===== config.mk =====
export PLATFORM = sky130hd
export DESIGN_NAME = gpr_file_mp
export DESIGN_NICKNAME = d
export VERILOG_FILES = /design/src/rtl/gpr_file_mp.sv
export SDC_FILE = /design/constraint.sdc
export NUM_CORES = 2
export LEC_CHECK = 0
export CORE_UTILIZATION = 30
export CTS_CLUSTER_DIAMETER = 30
export DETAILED_ROUTE_END_ITERATION = 12
export GPL_TIMING_DRIVEN = 0
export SETUP_SLACK_MARGIN = 0.05
export SLEW_MARGIN = 40
export SYNTH_ARGS = -nofsm -noshare
export SYNTH_HDL_FRONTEND = slang
export SYNTH_SLANG_ARGS = --single-unit

===== constraint.sdc =====
create_clock -name clk -period 77.2 [get_ports clk]
set_clock_uncertainty 0.1 [all_clocks]
set_input_delay 7.72 -clock clk [delete_from_list [all_inputs] [get_ports clk]]
set_output_delay 7.72 -clock clk [all_outputs]
set_load 0.01 [all_outputs]

===== src/rtl/gpr_file_mp.sv =====
// gpr_file_mp: parametrised multi-port general-purpose register file.
//   - N_RD combinational read ports, each with data and busy flag
//   - write port A (ALU writeback) and write port B (load writeback, wins on collision)
//   - per-register busy scoreboard set by load issue, cleared by load writeback
//   - register 0 is hardwired to zero and is never marked busy
// Optional feature macro: GPR_BYPASS_EN enables same-cycle write-to-read forwarding.
module gpr_file_mp #(
    parameter int DATA_W = 32,
    parameter int ADDR_W = 5,
    parameter int N_RD   = 2
) (
    input  logic                     clk,
    input  logic                     rst,
    input  logic [N_RD*ADDR_W-1:0]   rd_addr,
    output logic [N_RD*DATA_W-1:0]   rd_data,
    output logic [N_RD-1:0]          rd_busy,
    input  logic                     wa_en,
    input  logic [ADDR_W-1:0]        wa_addr,
    input  logic [DATA_W-1:0]        wa_data,
    input  logic                     wb_en,
    input  logic [ADDR_W-1:0]        wb_addr,
    input  logic [DATA_W-1:0]        wb_data,
    input  logic                     issue_en,
    input  logic [ADDR_W-1:0]        issue_addr,
    output logic                     busy_any
);

    localparam int DEPTH = 1 << ADDR_W;

    logic [DATA_W-1:0] regs_r [DEPTH];
    logic [DEPTH-1:0]  busy_r;

    logic wa_hit_s;
    logic wb_hit_s;
    logic issue_hit_s;

    // Writes and issues aimed at register 0 are discarded up front.
    assign wa_hit_s    = wa_en    && (wa_addr    != {ADDR_W{1'b0}});
    assign wb_hit_s    = wb_en    && (wb_addr    != {ADDR_W{1'b0}});
    assign issue_hit_s = issue_en && (issue_addr != {ADDR_W{1'b0}});

    // Register array update: port B overrides port A on the same address; r0 stays zero.
    always_ff @(posedge clk or posedge rst) begin
        if (rst) begin
            for (int i = 0; i < DEPTH; i++) begin
                regs_r[i] <= {DATA_W{1'b0}};
            end
        end else begin
            for (int i = 1; i < DEPTH; i++) begin
                if (wb_hit_s && (wb_addr == ADDR_W'(i))) begin
                    regs_r[i] <= wb_data;
                end else if (wa_hit_s && (wa_addr == ADDR_W'(i))) begin
                    regs_r[i] <= wa_data;
                end
            end
        end
    end

    // Busy scoreboard: a new issue supersedes a same-cycle writeback clear.
    always_ff @(posedge clk or posedge rst) begin
        if (rst) begin
            busy_r <= {DEPTH{1'b0}};
        end else begin
            busy_r[0] <= 1'b0;
            for (int i = 1; i < DEPTH; i++) begin
                if (issue_hit_s && (issue_addr == ADDR_W'(i))) begin
                    busy_r[i] <= 1'b1;
                end else if (wb_en && (wb_addr == ADDR_W'(i))) begin
                    busy_r[i] <= 1'b0;
                end
            end
        end
    end

    assign busy_any = |busy_r;

    for (genvar p = 0; p < N_RD; p++) begin : g_rd
        logic [ADDR_W-1:0] addr_s;
        logic [DATA_W-1:0] data_s;
        logic              busy_s;

        assign addr_s = rd_addr[p*ADDR_W +: ADDR_W];

        // Combinational read of one port, optionally forwarding same-cycle writes.
        always_comb begin
            data_s = regs_r[addr_s];
            busy_s = busy_r[addr_s];
`ifdef GPR_BYPASS_EN
            if (wb_hit_s && (wb_addr == addr_s)) begin
                data_s = wb_data;
            end else if (wa_hit_s && (wa_addr == addr_s)) begin
                data_s = wa_data;
            end else begin
                data_s = regs_r[addr_s];
            end
            if (wb_hit_s && (wb_addr == addr_s) &&
                !(issue_hit_s && (issue_addr == addr_s))) begin
                busy_s = 1'b0;
            end else begin
                busy_s = busy_r[addr_s];
            end
`endif
        end

        assign rd_data[p*DATA_W +: DATA_W] = data_s;
        assign rd_busy[p]                  = busy_s;
    end

endmodule


==> run metrics <==
post-synth net total=6212; final hold slack=423.4 ps; Yosys warning total=32; hold_buf cts=0; Worst path slowest cell=a211oi_1; Seq cells post-synth=1023; CTS buffer count=231; most instantiated cells after synthesis=mux2i_1 (1192), dfrtp_1 (1023), nor2_1 (655); worst IR drop on VDD=0.01719 mV; R2R depth=2; CTS H-tree lvls=4; worst slew pin tran=1002 ps; worst setup path endpoint=rd_data[30]; area of the mapped netlist=64530 um2; Top Usage Layer GRT=met2; share of layout cells above drive strength 1=19.48%; GRT Util Overall=25.99%; clk sinks=1023; clock root buffer=clkbuf_16; Yosys top cell by area=dfrtp_1; Syn Inst Count=6118; fraction of registers with async set/reset=100.0%; total grt overflow=0; Clock Path Buffers=3; Resize count post-CTS=0; Max Cap Violations=0; crit-path max cell delay=810 ps; Req. time, crit path=69380 ps; LEAKAGE=32.98 nW; Mapped Avg Cell Area=10.55 um2; Fin. Hold Viols=0; register area=25600 um2; Reg2Reg Capture Point=regs_r[893]; M1 GR Usage=32.43%; Nets=6613; num ports=161; CTS tree=done; Min Clock Period, post-route=20390 ps; Crit. End Element=output port; Detailed Route WL=288.1 mm; initial antenna violation count=12; DR vias=55540; grt met2 use=40.73%; Post-DP HPWL=228.7 mm; post-DR vias/cell=5.817; final setup violating endpoints=0; vias in the first global route=55800; Core Area=212900 um2; die area=217000 um2; ys flop type=dfrtp_1; RSZ-0062 raised after global routing=no; CP Depth=9; worst skew pair latency=850 ps; fmax=49.05 MHz; max-slew violation count=0; Post-synth EDFFs=0; outcome=finished clean; # port buffers=150; CP most frequent cell=buf_2; synth unique cells=55; initial DRC count=6300; Filler cells=20780; sequential-to-total area share from yosys stat=39.67%; Die H=465.8 um; Critical R2R Launch=regs_r[893]; WL/cell=30.17 um; part of the cycle the worst path needs=26.41%; crit path max fanout=10; first drt pass iteration count=5; Starting Density=30.31%; die width=465.8 um; Crit Path Category=input port to output port; multi-input logic area=35720 um2; max_slew headroom=32.98%; worst hold path class=flop to flop; Critical path origin=rd_addr[2]; met3 Use GR=5.696%; DRC=0; setup TNS=0 ps; largest net degree at the start of global routing=79; row count=169; leading post-synthesis cells by cell area=dfrtp_1 (40%), mux2i_1 (18%), mux4_2 (14%); area grow syn2layout=21.95%; startpoint types=input port; first-pass GRT wire length=407.3 mm; delay-heaviest family, CP=buffers and inverters; Antenna Nets Post-Route=0; post-CTS setup buffers=0; Critical Path, Cell by Cell=clkdlybuf4s50_1 > buf_2 > buf_2 > buf_2 > inv_1 > clkbuf_1 > a211oi_1 > o31ai_2 > clkdlybuf4s50_1; routability cong.=1.010; share of the synthesized area in the top cell type=39.67%; Buf/Inv on CP=7; most frequent cell after synthesis=mux2i_1; flop2flop setup slack=76260 ps; Cell Pwr Density=30.68 nW/um2; CP Data Arrival Time=12570 ps; clock-pin transition on the worst setup and hold timing paths=50 ps
[kinds of logic (layout without fill, tap and decap cells)]
| kind of cell | count (synthesis) | count (layout) | synth area share, % |
|---|---|---|---|
| DFF | 1023 | 1023 | 39.67 |
| buffers and inverters | 725 | 1328 | 5.258 |
| muxes | 1653 | 1653 | 33.45 |
| and+or+nand+nor | 1208 | 1208 | 7.907 |
| other | 0 | 7 | 0 |
| AOI/OAI and AO/OA | 1509 | 1509 | 13.72 |
[placed cells by master (no fill, tap or decap), drive strengths merged, types with 2 or more instances in the layout]
cell type	n
a211oi	66
a21oi	640
a22o	201
and2	69
buf	346
bufinv	45
clkbuf	661
clkdlybuf4s50	150
clkinv	77
clkinvlp	31
dfrtp	1023
diode	7
inv	18
mux2	65
mux2i	1192
mux4	396
nand2	388
nand2b	5
nand3	10
nand3b	9
nand4	3
nand4b	6
nand4bb	2
nor2	668
nor2b	11
nor3	4
nor3b	6
nor4	7
o21ai	455
o22ai	79
o2bb2ai	2
o31ai	66
or2	8
or3b	3
or4	3
[stage by stage]
stage          area [um2]  instances  util, %  power (W)  setup slack, ps
4_1_cts             78660       9541    36.94   0.002397            57040
5_1_grt             78690       9546    36.95   0.002493            56980
3_3_place_gp        69560       9089    32.67   0.001297            26780
6_report            78690       9549    36.96   0.002414            56810
2_1_floorplan       64530       6118        -   0.001128            40590
3_5_place_dp        70220       9106    32.98   0.001326            57050
[layer usage]
layer	share of wire, %	vias up	wire length (um)
met5	0.0080	-	23
met4	6.8	4	19640
met3	8.9	708	25570
met2	46	3067	131400
met1	39	28430	111400
li1	-	23330	-
[layout make-up]
class	count	share of cell area (%)
diodes	7	0.02226
well taps	2821	4.485
clock inverters	167	2.849
repair buffers	168	2.491
clock buffers	268	7.875
flip-flops and latches	1023	32.53
plain buffers	721	4.331
inverters	4	0.02862
multi-input cells	4370	45.39
[report_power, final]
part,switching [W],internal (W),leakage (nW)
registers,0.000127,0.000684,12.2
clock network,0.000349,0.000723,4.07
logic,0.000274,0.000258,16.8
total,0.000750,0.00166,33.0
[state kept, by name (all words and copies together) (netlist names)]
signal,flops
busy_r,31
regs_r,992
[worst min-delay path, delay by kind of cell (launching register included)]
kind / cells / cell delay, ps
AO/OA/AOI/OAI: 1 / 60
AND/OR/NAND/NOR: 1 / 50
flip-flops: 1 / 370
[how the worst min path moves through the flow]
stage / from / endpoint / slack, ps / cells past startpoint
CTS: busy_r[20] / busy_r[20] / 430 / 2
global route: regs_r[370] / regs_r[370] / 450 / 2
floorplan: busy_r[20] / busy_r[20] / 370 / 2
detailed placement: busy_r[20] / busy_r[20] / 420 / 2
global placement: busy_r[20] / busy_r[20] / 400 / 2
finish: busy_r[20] / busy_r[20] / 420 / 2
No activity file was read; power rests on OpenSTA's default activity.
